File: config.mk
export PLATFORM = sky130hd
export DESIGN_NAME = shift_op_controller
export DESIGN_NICKNAME = d
export VERILOG_FILES = /design/src/rtl/shift_op_pkg.sv /design/src/rtl/shift_down_counter.sv /design/src/rtl/shift_op_controller.sv
export SDC_FILE = /design/constraint.sdc
export NUM_CORES = 1
export LEC_CHECK = 0
export ABC_AREA = 1
export BUFFER_PORTS_ARGS = -buffer_cell sky130_fd_sc_hd__buf_2
export CORE_AREA = 8 8 69 53
export CTS_BUF_LIST = sky130_fd_sc_hd__clkbuf_8
export CTS_CLUSTER_DIAMETER = 50
export DETAILED_ROUTE_END_ITERATION = 10
export DIE_AREA = 0 0 77 61
export GPL_TIMING_DRIVEN = 0
export HOLD_SLACK_MARGIN = 0.05
export PLACE_DENSITY = 0.68
export SLEW_MARGIN = 15
export SYNTH_ARGS = -nofsm -noshare
export SYNTH_HDL_FRONTEND = slang
export SYNTH_SLANG_ARGS = --single-unit
File: constraint.sdc
create_clock -name clock -period 1.51 [get_ports clock]
set_input_delay 0.453 -clock clock [delete_from_list [all_inputs] [get_ports clock]]
set_output_delay 0.453 -clock clock [all_outputs]
set_load 0.05 [all_outputs]
File: src/rtl/shift_op_pkg.sv
// shift_op_pkg: op and state encodings shared by the shift sequencer
package shift_op_pkg;
  localparam logic [1:0] OP_ROR  = 2'b00;
  localparam logic [1:0] OP_ROL  = 2'b01;
  localparam logic [1:0] OP_ASR  = 2'b10;
  localparam logic [1:0] OP_LOAD = 2'b11;
  localparam logic [1:0] S_IDLE  = 2'd0;
  localparam logic [1:0] S_LOAD  = 2'd1;
  localparam logic [1:0] S_SHIFT = 2'd2;
  localparam logic [1:0] S_DONE  = 2'd3;
endpackage

File: src/rtl/shift_down_counter.sv
// shift_down_counter: loadable down-counter that stops at zero
module shift_down_counter #(
  parameter int CNT_W = 3
) (
  input  logic             clock,
  input  logic             reset,
  input  logic             load,
  input  logic             dec,
  input  logic [CNT_W-1:0] value,
  output logic [CNT_W-1:0] count,
  output logic             zero
);
  assign zero = count == '0;
  // load has priority; decrement saturates at zero so the count never wraps
  always_ff @(posedge clock or posedge reset)
    if (reset) count <= '0;
    else if (load) count <= value;
    else if (dec && !zero) count <= count - CNT_W'(1);
endmodule

File: src/rtl/shift_op_controller.sv
// shift_op_controller: loads an operand into the rotating register, then issues the requested shifts
module shift_op_controller
  import shift_op_pkg::*;
#(
  parameter int WIDTH = 8,
  parameter int CNT_W = 3
) (
  input  logic             clock,
  input  logic             reset,
  input  logic             start,
  input  logic [1:0]       op,
  input  logic [CNT_W-1:0] amount,
  input  logic [WIDTH-1:0] data_in,
  input  logic [WIDTH-1:0] q_in,
  output logic             busy,
  output logic             done,
  output logic             ParallelLoadn,
  output logic             RotateRight,
  output logic             ASRight,
  output logic [WIDTH-1:0] Data_IN
);
  logic [1:0]       state, state_nx, op_q;
  logic [WIDTH-1:0] operand_q;
  logic [CNT_W-1:0] amount_q, count;
  logic             zero, shifting;
  assign shifting = state == S_SHIFT;
  shift_down_counter #(.CNT_W(CNT_W)) u_cnt (
    .clock(clock),
    .reset(reset),
    .load (state == S_LOAD),
    .dec  (shifting),
    .value(amount_q),
    .count(count),
    .zero (zero)
  );
  // load-only or zero-amount commands skip SHIFT; the last shift edge is the one seeing count==1
  always_comb
    state_nx = state == S_IDLE  ? (start ? S_LOAD : S_IDLE)
             : state == S_LOAD  ? ((op_q != OP_LOAD && amount_q != '0) ? S_SHIFT : S_DONE)
             : state == S_SHIFT ? ((count == CNT_W'(1) || zero) ? S_DONE : S_SHIFT)
             : S_IDLE;
  // state register and command capture on the accepting edge
  always_ff @(posedge clock or posedge reset)
    if (reset) begin
      state     <= S_IDLE;
      op_q      <= '0;
      amount_q  <= '0;
      operand_q <= '0;
    end else begin
      state <= state_nx;
      if (state == S_IDLE && start) begin
        op_q      <= op;
        amount_q  <= amount;
        operand_q <= data_in;
      end
    end
  assign busy          = state == S_LOAD || shifting;
  assign done          = state == S_DONE;
  assign ParallelLoadn = shifting;
  assign RotateRight   = shifting && (op_q == OP_ROR || op_q == OP_ASR);
  assign ASRight       = shifting && op_q == OP_ASR;
  assign Data_IN       = state == S_LOAD ? operand_q : q_in;
endmodule

Word level (Yosys, flattened, before mapping)

Index checks and enable logic that the tools add are counted.
W data, S select, Z words.

Logic and storage cells: 35
Bits of input ports: 24
Output and inout port bits: 13
Bits in registers: 18

Reduce and logical (&&, ||, !) cells: 14
Muxes and demuxes: 9
Eq/ne operators: 6
Add/sub/neg operators: 1

Operator list:

| cell                  | count |
|---|---|
| $mux W8               | 1 |
| $eq A2 B2 Y1 const B  | 3 |
| $mux W2               | 3 |
| $mux W3               | 2 |
| $logic_and A1 B1 Y1   | 5 |
| $logic_not A2 Y1      | 2 |
| $eq A3 B1 Y1 const B  | 1 |
| $logic_not A3 Y1      | 1 |
| $logic_or A1 B1 Y1    | 3 |
| $mux W1               | 3 |
| $reduce_bool A3 Y1    | 1 |
| $sub A3 B1 Y3 const B | 1 |
| $eq A2 B1 Y1 const B  | 1 |
| $ne A2 B2 Y1 const B  | 1 |
| $reduce_bool A2 Y1    | 1 |
| $logic_not A1 Y1      | 1 |

Longest topological paths before layout

Gate-level depths: netlist of run 1.

Depth in word-level cells: 6
Gate-level depth with buffers: 8
Gate-level depth less buffers: 7

By module

A second synthesis of run 1 with hierarchy kept.

Cell total of the unflattened synthesis: 95
Area total of the unflattened synthesis: 996.0 µm²

By module, submodules not included:

| module              | cells each | area an instance (µm²) | instances |
|---|---|---|---|
| shift_op_controller | 67         | 799.5                  | 1 |
| shift_down_counter  | 28         | 196.4                  | 1 |

Worst setup path before layout of run 1

Ideal clock, no wire load.

Path type: reg2out
From: register state[0]
To: output port ASRight
Stages on the path, launching flop included: 5
Arrival time: 2.142 ns
Setup slack: -1.085 ns
Buffers on the path: 0
Path through: dfrtp_1 inv_1 ha_1 inv_1 nor3_1

Word-level cells in the longest chain between the ends: 2

RTL lines:

| what                     | line                      | text |
|---|---|---|
| start: declaration       | shift_op_controller.sv:22 | `logic [1:0] state, state_nx, op_q;` |
| start signal: assignment | shift_op_controller.sv:50 | `state <= state_nx;` |
| $eq A2 B2 Y1             | shift_op_controller.sv:26 | `assign shifting = state == S_SHIFT;` |
| named net ParallelLoadn  | shift_op_controller.sv:17 | `output logic ParallelLoadn,` |
| $logic_and A1 B1 Y1      | shift_op_controller.sv:61 | `assign ASRight = shifting && op_q == OP_ASR;` |
| end: declaration         | shift_op_controller.sv:19 | `output logic ASRight,` |

The timed path passes the listed nets, and every way through them passes these cells.

Worst setup path in the final report of run 1

From: register state[1]
To: output port Data_IN[5]

Word-level cells in the longest chain between the ends: 2

RTL lines:

| what             | line                      | text |
|---|---|---|
| $eq A2 B1 Y1     | shift_op_controller.sv:62 | `assign Data_IN = state == S_LOAD ? operand_q : q_in;` |
| $mux W8          | shift_op_controller.sv:62 |  |
| end: declaration | shift_op_controller.sv:20 | `output logic [WIDTH-1:0] Data_IN` |

No other way between the ends.

==> results of run 1 <==
[power by group]
| part | internal (mW) | switching, mW | total (mW) |
|---|---|---|---|
| combinational | 1.26 | 1.45 | 2.71 |
| clock | 0.178 | 0.163 | 0.341 |
| sequential | 0.732 | 0.250 | 0.982 |
| total | 2.17 | 1.86 | 4.03 |
[final cells by class]
type,instances,area (um^2)
Buffer,3,50.0
Fill cell,214,891
Inverter,11,58.8
Tap cell,36,45.0
Timing Repair Buffer,47,427
Multi-Input combinational cell,74,679
Clock buffer,3,41.3
Sequential cell,18,450
[cell usage after synthesis (2+ instances only)]
library cell | number | area, um^2
nand3_1 | 2 | 10.0
dfrtp_1 | 18 | 450
ha_1 | 7 | 87.6
mux2_2 | 6 | 67.6
inv_1 | 10 | 37.5
nand2_1 | 35 | 131
a21oi_1 | 5 | 25.0
mux2_4 | 5 | 75.1
o21ai_0 | 2 | 10.0
nor2_1 | 8 | 30.0
buf_2 | 2 | 10.0
[worst max-delay path, cell delays in order, from the launching register on]
cell	delay (ns)
dfrtp_1	0.40
inv_2	0.09
ha_4	0.13
buf_8	0.13
clkbuf_16	0.15
nand2_4	0.05
nand2_4	0.05
buf_8	0.14
[final timing paths]
path / cells past startpoint / to / startpoint
max: 7 / Data_IN[5] / state[1]$_DFF_PP0_
min: 2 / operand_q[7]$_DFFE_PP0P_ / reset
max reg2reg: 6 / amount_q[0]$_DFFE_PP0P_ / state[0]$_DFF_PP0_
min reg2reg: 2 / u_cnt.count[1]$_DFFE_PP0P_ / u_cnt.count[1]$_DFFE_PP0P_
max in group asynchronous: 2 / amount_q[1]$_DFFE_PP0P_ / reset
min in group clock: 2 / operand_q[4]$_DFFE_PP0P_ / data_in[4]
[what timing repair did]
action	4_1_cts	5_1_grt
setup endpoints to repair	13	18
gates resized for setup	53	18
buffers inserted	6	6
pin swaps	3	5
gates cloned	0	1
[cells by family (layout without fill, tap and decap cells)]
family	Yosys count	count (layout)	share of synthesized area (%)
AOI/OAI and AO/OA	8	8	4.33
xor gates and xnor gates	1	1	0.892
adders and majority gates	7	7	8.92
buffers and inverters	14	64	6.37
DFF	18	18	45.9
muxes	11	11	14.5
and+or+nand+nor	47	47	19.1
[routing by layer]
| metal | part of all wire [%] | global-route usage (%) |
|---|---|---|
| met5 | 0 | 0 |
| met4 | 1.3 | 1.60 |
| met3 | 7.2 | 6.66 |
| met2 | 55 | 22.7 |
| met1 | 37 | 12.3 |
[cell usage in the layout, fill, tap and decap left out, types with 3 or more instances in the layout]
master,synthesis,routed
nor2_1,8,6
buf_8,0,14
nand2_2,0,7
a21oi_1,5,4
mux2_4,5,5
ha_1,7,3
nand2_4,1,18
inv_1,10,7
nand2_1,35,11
clkbuf_8,0,3
ha_4,0,3
dfrtp_1,18,18
buf_2,2,23
buf_6,1,3
mux2_2,6,6
buf_4,0,7
[state kept, by name, indices dropped and copies added, names as in the netlist]
signal / cells
amount_q: 3
state: 2
u_cnt.count: 3
operand_q: 8
op_q: 2
[stage by stage]
| stage | utilization (%) | hold slack, ns |
|---|---|---|
| finish | 66.3 | 0.312 |
| detailed placement | 50.8 | 0.491 |
| global route | 66.3 | 0.365 |
| floorplan | - | 0.392 |
| global placement | 50.8 | 0.467 |
| CTS | 60.7 | 0.344 |
==> flow_metrics.env, run 1 <==
export IMPL_dr_pass1_iters=4
export IMPL_port_buffers=36
export IMPL_ys_ff_latch=18
export IMPL_syn_area_per_cell_um2=9.27
export IMPL_vias=904
export IMPL_dp_cells=178
export IMPL_root_buffer="clkbuf_8"
export IMPL_gp_congestion=0.740
export IMPL_fin_crit_ns=1.86
export IMPL_worst_slack_ns=-0.347
export IMPL_synthArstFlopShare_pct=100
export IMPL_synth_net_count=137
export IMPL_cts_made_buffers=3
export IMPL_status="finished with violations"
export IMPL_drive_gt1_share_pct=64.7
export IMPL_ant_nets=0
export IMPL_die_area_mm2=0.00470
export IMPL_setup_tns_ns=-3.80
export IMPL_placed_area_mm2=0.00134
export IMPL_antennaDiodeCount=0
export IMPL_cts_tree="yes"
export IMPL_grt_setup_unrepaired="yes"
export IMPL_arrival_ns=1.40
export IMPL_die_y_um=61
export IMPL_h_tree_depth=1
export IMPL_final_cells=192
export IMPL_io_pins=37
export IMPL_avgViaCountPerCell=4.71
export IMPL_fin_crit_sh_pct=123
export IMPL_final_area_mm2=0.00175
export IMPL_grt_max_degree=19
export IMPL_start_kind="flop"
export IMPL_yosysSeqAreaShare_pct=45.9
export IMPL_fin_nets=189
export IMPL_place_ws_ns=-0.268
export IMPL_core_area_mm2=0.00264
export IMPL_clock_skew_ns=0.00147
export IMPL_hp_class="input pin to asynchronous set/reset pin"
export IMPL_antenna_found_initial=0
export IMPL_power_density_mw_per_mm2=2300
export IMPL_yosys_warnings=0
export IMPL_hpwlAfterDp_um=1900
export IMPL_grt_usage_pct=12.2
export IMPL_grt_pass1_vias=959
export IMPL_clk_pin_slew_worst_paths_ns=0.07
export IMPL_synth_edf_count=0
export IMPL_ys_flop_type="dfrtp_1"
export IMPL_cp_max_fo=4
export IMPL_critPathKind="flop to primary output"
export IMPL_hold_viol_final=0
export IMPL_hold_buffers=0
export IMPL_endpoint_kind="primary output"
export IMPL_synthCells=106
export IMPL_die_w_um=77
export IMPL_tightestPinTransition_ns=0.736
export IMPL_rows=16
export IMPL_timing_critical_path_required_ns=1.06
export IMPL_drt_wl_total_um=2960
export IMPL_violations="negative setup slack"
export IMPL_clock_latency_ns=0.25
export IMPL_post_drt_wl_per_cell_um=15.4
export IMPL_grt_pass1_wl_um=4490
export IMPL_syn_area_um2=982
export IMPL_drv_slew=0
export IMPL_setup_viol_count_final=13
export IMPL_max_cap_violations=0
export IMPL_peakVddDrop_mv=1.01
export IMPL_r2r_slack_ns=0.06
export IMPL_power_mw=4.03
export IMPL_area_growth_pct=78.3
export IMPL_initial_core_util_pct=37.2
export IMPL_clock_tree_buffer_depth=2
export IMPL_synth_cell_types=17
export IMPL_cts_sinks=18
export IMPL_leakagePower_nw=0.912
export IMPL_fmax_mhz=539
export IMPL_drc=0
export IMPL_drt_iter0_drc=48
export IMPL_grt_ovfl_total=0
export IMPL_slew_headroom_pct=50.9
Note: power is estimated with default switching activity, not from simulation.
==> inputs of run 2 (changes only) <==
--- a/config.mk
+++ b/config.mk
@@ -15,7 +15,8 @@
 export GPL_TIMING_DRIVEN = 0
 export HOLD_SLACK_MARGIN = 0.05
 export PLACE_DENSITY = 0.68
-export SLEW_MARGIN = 15
+export SETUP_SLACK_MARGIN = 0.2
+export SLEW_MARGIN = 25
 export SYNTH_ARGS = -nofsm -noshare
 export SYNTH_HDL_FRONTEND = slang
 export SYNTH_SLANG_ARGS = --single-unit
==> flow_metrics.env, run 2 (synthesis results as in run 1) <==
export IMPL_cp_num_buf_inv=4
export IMPL_ant_nets=0
export IMPL_fmax_mhz=531
export IMPL_timing_critical_path_required_ns=1.06
export IMPL_fin_crit_sh_pct=125
export IMPL_biggestRegsByFlops="operand_q x8, amount_q x3, u_cnt.count x3"
export IMPL_power_density_mw_per_mm2=2370
export IMPL_leakagePower_nw=0.994
export IMPL_area_growth_pct=95.5
export IMPL_fin_nets=192
export IMPL_hp_class="input pin to asynchronous set/reset pin"
export IMPL_dp_cells=178
export IMPL_drc=0
export IMPL_final_cells=196
export IMPL_port_buffers=36
export IMPL_slew_headroom_pct=50.3
export IMPL_grt_max_degree=19
export IMPL_die_y_um=61
export IMPL_mostFrequentLayoutCells="buf_2 (23), nand2_4 (18), dfrtp_1 (18)"
export IMPL_dr_pass1_iters=3
export IMPL_multi_input_area_um2=773
export IMPL_endpoint_kind="primary output"
export IMPL_status="finished with violations"
export IMPL_antenna_found_initial=0
export IMPL_critPathKind="flop to primary output"
export IMPL_utilization_pct=72.7
export IMPL_max_cap_violations=0
export IMPL_p_int_mw=2.48
export IMPL_p_seq_share_pct=21.9
export IMPL_setup_tns_ns=-4.18
export IMPL_setup_viol_count_final=13
export IMPL_die_w_um=77
export IMPL_peakVddDrop_mv=1.57
export IMPL_post_drt_wl_per_cell_um=16.5
export IMPL_regMostFlops="operand_q"
export IMPL_initial_core_util_pct=37.2
export IMPL_antennaDiodeCount=0
export IMPL_die_area_mm2=0.00470
export IMPL_largest_reg_flops=8
export IMPL_power_mw=4.55
export IMPL_cts_made_buffers=3
export IMPL_clock_skew_ns=0.00611
export IMPL_core_area_mm2=0.00264
export IMPL_num_fill_cells=176
export IMPL_cts_tree="yes"
export IMPL_tightestPinTransition_ns=0.745
export IMPL_cts_sinks=18
export IMPL_register_area_um2=450
export IMPL_clock_tree_buffer_depth=2
export IMPL_cp_max_fo=5
export IMPL_drv_slew=0
export IMPL_root_buffer="clkbuf_8"
export IMPL_vias=924
export IMPL_final_common_cell="buf_2"
export IMPL_fin_crit_ns=1.88
export IMPL_hold_buffers=0
export IMPL_path_delay_family="buffers and inverters"
export IMPL_grt_usage_pct=12.7
export IMPL_pwr_share_comb_pct=69.0
export IMPL_p_sw_mw=2.07
export IMPL_hold_viol_final=0
export IMPL_drt_wl_total_um=3240
export IMPL_grt_pass1_wl_um=4510
export IMPL_slowest_stage="dfrtp_1"
export IMPL_crit_chain="inv_2 -> ha_4 -> buf_12 -> buf_12 -> nand2_4 -> nand2_4 -> buf_8"
export IMPL_arrival_ns=1.43
export IMPL_worst_slack_ns=-0.372
export IMPL_max_stage_delay_ns=0.40
export IMPL_rows=16
export IMPL_drive_gt1_share_pct=70.6
export IMPL_io_pins=37
export IMPL_p_sw_share_pct=45.5
export IMPL_grt_ovfl_total=0
export IMPL_clock_latency_ns=0.27
export IMPL_clk_pin_slew_worst_paths_ns=0.08
export IMPL_drt_iter0_drc=25
export IMPL_r2r_slack_ns=0.05
export IMPL_violations="negative setup slack"
export IMPL_grt_pass1_vias=988
export IMPL_start_kind="flop"
export IMPL_hpwlAfterDp_um=1850
export IMPL_avgViaCountPerCell=4.71
export IMPL_h_tree_depth=1
export IMPL_clkPwrFrac_pct=9.1
export IMPL_gp_congestion=0.740
export IMPL_place_ws_ns=-0.306
export IMPL_grt_setup_unrepaired="yes"
## run 2: changes by cell type in the layout (fill, tap and decap cells not counted), sizes merged
| cell | before | now |
|---|---|---|
| buf | 49 | 53 |
## run 2: path summary, 6_finish.rpt
check / startpoint / to / depth (start not counted)
worst max-delay path: state[1]$_DFF_PP0_ / Data_IN[1] / 7
worst min-delay path: reset / u_cnt.count[2]$_DFFE_PP0P_ / 2
worst max register to register: state[0]$_DFF_PP0_ / operand_q[1]$_DFFE_PP0P_ / 7
worst min register to register: u_cnt.count[1]$_DFFE_PP0P_ / u_cnt.count[1]$_DFFE_PP0P_ / 2
max in group asynchronous: reset / operand_q[3]$_DFFE_PP0P_ / 2
min in group clock: data_in[2] / operand_q[2]$_DFFE_PP0P_ / 2
## run 2: worst reg2reg max path: cells and delay by family (launching register included)
kind                     cells  cell delay, ns
buffers and inverters        4            0.41
multiplexers                 1            0.31
flip-flops                   1            0.40
adder cells (fa/ha/maj)      1            0.17
AND/OR/NAND/NOR              1            0.06
## run 2: what timing repair did
item,in CTS,in global routing
endpoints found under the setup margin,28,29
resized for setup,67,36
gates cloned,1,0
pin swaps,7,10
setup buffers,9,4
## run 2: power by group through the flow
stage                     Sequential [mW]  Clock, mW  Combinational, mW
after floorplan                     0.898          0               1.60
after global placement              0.927          0               1.84
after detailed placement            0.946          0               1.89
after CTS                           0.949      0.414               2.70
after global routing                 1.02      0.436               3.32
final                               0.996      0.416               3.14
## run 2: routing by layer
metal | vias to the layer above | wire length (um) | track usage, % | part of all wire (%)
met5 | - | 0 | 0 | 0
met4 | 0 | 78 | 5.61 | 2.4
met3 | 7 | 200 | 6.21 | 6.2
met2 | 21 | 1730 | 22.0 | 53
met1 | 459 | 1230 | 13.2 | 38
li1 | 437 | - | - | -
## run 2: cell type report
| cell class | instances | area share, % |
|---|---|---|
| inverter | 11 | 3.32 |
| multi-input combinational | 74 | 40.3 |
| clock buffer | 4 | 2.87 |
| tap | 36 | 2.35 |
| buffer | 3 | 2.87 |
| sequential | 18 | 23.5 |
| timing repair buffer | 50 | 24.9 |
## run 2: per-stage QoR
| stage | instance area [um^2] | hold slack, ns |
|---|---|---|
| global placement | 1340 | 0.468 |
| finish | 1920 | 0.302 |
| floorplan | 1120 | 0.392 |
| detailed placement | 1340 | 0.502 |
| global route | 1920 | 0.352 |
| CTS | 1750 | 0.329 |
==> inputs of run 3 (changes only) <==
--- a/config.mk
+++ b/config.mk
@@ -20,3 +20,4 @@
 export SYNTH_ARGS = -nofsm -noshare
 export SYNTH_HDL_FRONTEND = slang
 export SYNTH_SLANG_ARGS = --single-unit
+export TNS_END_PERCENT = 30
==> flow_metrics.env, run 3 (synthesis results as in run 1) <==
export IMPL_hp_class="input pin to asynchronous set/reset pin"
export IMPL_drc=0
export IMPL_timing_rr_end="operand_q[0]$_DFFE_PP0P_"
export IMPL_arrival_ns=1.42
export IMPL_critPathKind="flop to primary output"
export IMPL_clock_skew_ns=0.000929
export IMPL_clock_latency_ns=0.25
export IMPL_clkPwrFrac_pct=10.5
export IMPL_fmax_mhz=535
export IMPL_pwr_share_comb_pct=63.7
export IMPL_timing_critical_path_required_ns=1.06
export IMPL_vias=865
export IMPL_post_drt_wl_per_cell_um=14.4
export IMPL_regMostFlops="operand_q"
export IMPL_clock_tree_buffer_depth=2
export IMPL_hpwlAfterDp_um=1880
export IMPL_r2r_slack_ns=-0.01
export IMPL_max_cap_violations=0
export IMPL_power_density_mw_per_mm2=2330
export IMPL_tightestPinTransition_ns=0.711
export IMPL_worst_slack_ns=-0.358
export IMPL_die_y_um=61
export IMPL_slew_headroom_pct=52.6
export IMPL_violations="negative setup slack"
export IMPL_hold_viol_final=0
export IMPL_antennaDiodeCount=0
export IMPL_drt_iter0_drc=55
export IMPL_grt_setup_unrepaired="yes"
export IMPL_largest_reg_flops=8
export IMPL_start_kind="flop"
export IMPL_cp_max_fo=8
export IMPL_p_sw_share_pct=45.7
export IMPL_fin_nets=183
export IMPL_multi_input_area_um2=593
export IMPL_setup_tns_ns=-3.92
export IMPL_cts_sinks=18
export IMPL_fin_crit_ns=1.87
export IMPL_grt_usage_pct=11.6
export IMPL_utilization_pct=60.0
export IMPL_fin_crit_sh_pct=124
export IMPL_drt_wl_total_um=2690
export IMPL_root_buffer="clkbuf_8"
export IMPL_dr_pass1_iters=4
export IMPL_endpoint_kind="primary output"
export IMPL_peakVddDrop_mv=1.33
export IMPL_cts_tree="yes"
export IMPL_grt_pass1_vias=927
export IMPL_ant_nets=0
export IMPL_p_int_mw=2.00
export IMPL_power_mw=3.69
export IMPL_grt_max_degree=19
export IMPL_num_fill_cells=236
export IMPL_r2r_start="state[0]$_DFF_PP0_"
export IMPL_cts_made_buffers=3
export IMPL_area_growth_pct=61.5
export IMPL_port_buffers=36
export IMPL_leakagePower_nw=0.828
export IMPL_mostFrequentLayoutCells="buf_2 (23), dfrtp_1 (18), nand2_1 (17)"
export IMPL_core_area_mm2=0.00264
export IMPL_biggestRegsByFlops="operand_q x8, amount_q x3, u_cnt.count x3"
export IMPL_drive_gt1_share_pct=58.3
export IMPL_die_area_mm2=0.00470
export IMPL_clk_pin_slew_worst_paths_ns=0.07
export IMPL_status="finished with violations"
export IMPL_reg2reg_depth=6
export IMPL_hold_buffers=0
export IMPL_drv_slew=0
export IMPL_place_ws_ns=-0.281
export IMPL_antenna_found_initial=0
export IMPL_p_sw_mw=1.69
export IMPL_grt_ovfl_total=0
export IMPL_initial_core_util_pct=37.2
export IMPL_setup_viol_count_final=18
export IMPL_h_tree_depth=1
export IMPL_avgViaCountPerCell=4.63
export IMPL_io_pins=37
export IMPL_grt_pass1_wl_um=4350
export IMPL_die_w_um=77
export IMPL_gp_congestion=0.742
export IMPL_register_area_um2=450
export IMPL_p_seq_share_pct=25.8
export IMPL_rows=16
export IMPL_final_common_cell="buf_2"
run 3: timing repair:
| item | 4_1_cts | 5_1_grt |
|---|---|---|
| setup endpoints to repair | 23 | 28 |
| setup buffers | 1 | 3 |
| resized for setup | 28 | 27 |
| pin swaps | 3 | 10 |
| gates cloned | 0 | 1 |
run 3: power by group through the flow:
stage	Clock (mW)	Sequential (mW)	Combinational (mW)
4_1_cts	0.402	0.916	2.09
3_5_place_dp	0	0.931	1.82
2_1_floorplan	0	0.883	1.53
6_report	0.389	0.951	2.35
3_3_place_gp	0	0.914	1.78
5_1_grt	0.422	0.982	2.53
run 3: final cells by class:
| class | instances | area share (%) |
|---|---|---|
| repair buffers | 41 | 21.8 |
| inverters | 11 | 3.23 |
| multi-input cells | 74 | 37.4 |
| well taps | 36 | 2.84 |
| flip-flops and latches | 18 | 28.4 |
| clock buffers | 4 | 3.47 |
| plain buffers | 3 | 2.84 |
run 3: metrics by stage:
stage	hold WS, ns	instance area [um^2]	cells
4_1_cts	0.324	1450	183
3_3_place_gp	0.479	1290	178
5_1_grt	0.364	1590	187
3_5_place_dp	0.490	1290	178
2_1_floorplan	0.392	1070	106
6_report	0.303	1590	187
run 3: routing by layer:
metal	track usage, %	up-vias	routed length (um)
met5	0	-	0
met4	1.60	0	4
met3	6.21	2	220
met2	18.9	28	1310
met1	13.6	411	1150
li1	-	424	-
run 3: critical path, stage by stage (launching register included):
cell	delay (ns)
dfrtp_1	0.38
inv_2	0.08
ha_4	0.14
buf_8	0.14
clkbuf_16	0.16
nand2_4	0.05
nand2_4	0.07
buf_8	0.14
run 3: worst max-delay path by stage:
stage | startpoint | slack [ns] | depth (start not counted) | to
final | state[1]$_DFF_PP0_ | -0.36 | 7 | Data_IN[1]
after global routing | state[0]$_DFF_PP0_ | -0.42 | 6 | ASRight
after CTS | state[0]$_DFF_PP0_ | -0.41 | 6 | Data_IN[2]
after detailed placement | state[1]$_DFF_PP0_ | -0.28 | 7 | Data_IN[2]
after global placement | state[1]$_DFF_PP0_ | -0.26 | 7 | Data_IN[6]
after floorplan | state[0]$_DFF_PP0_ | -0.19 | 4 | ASRight
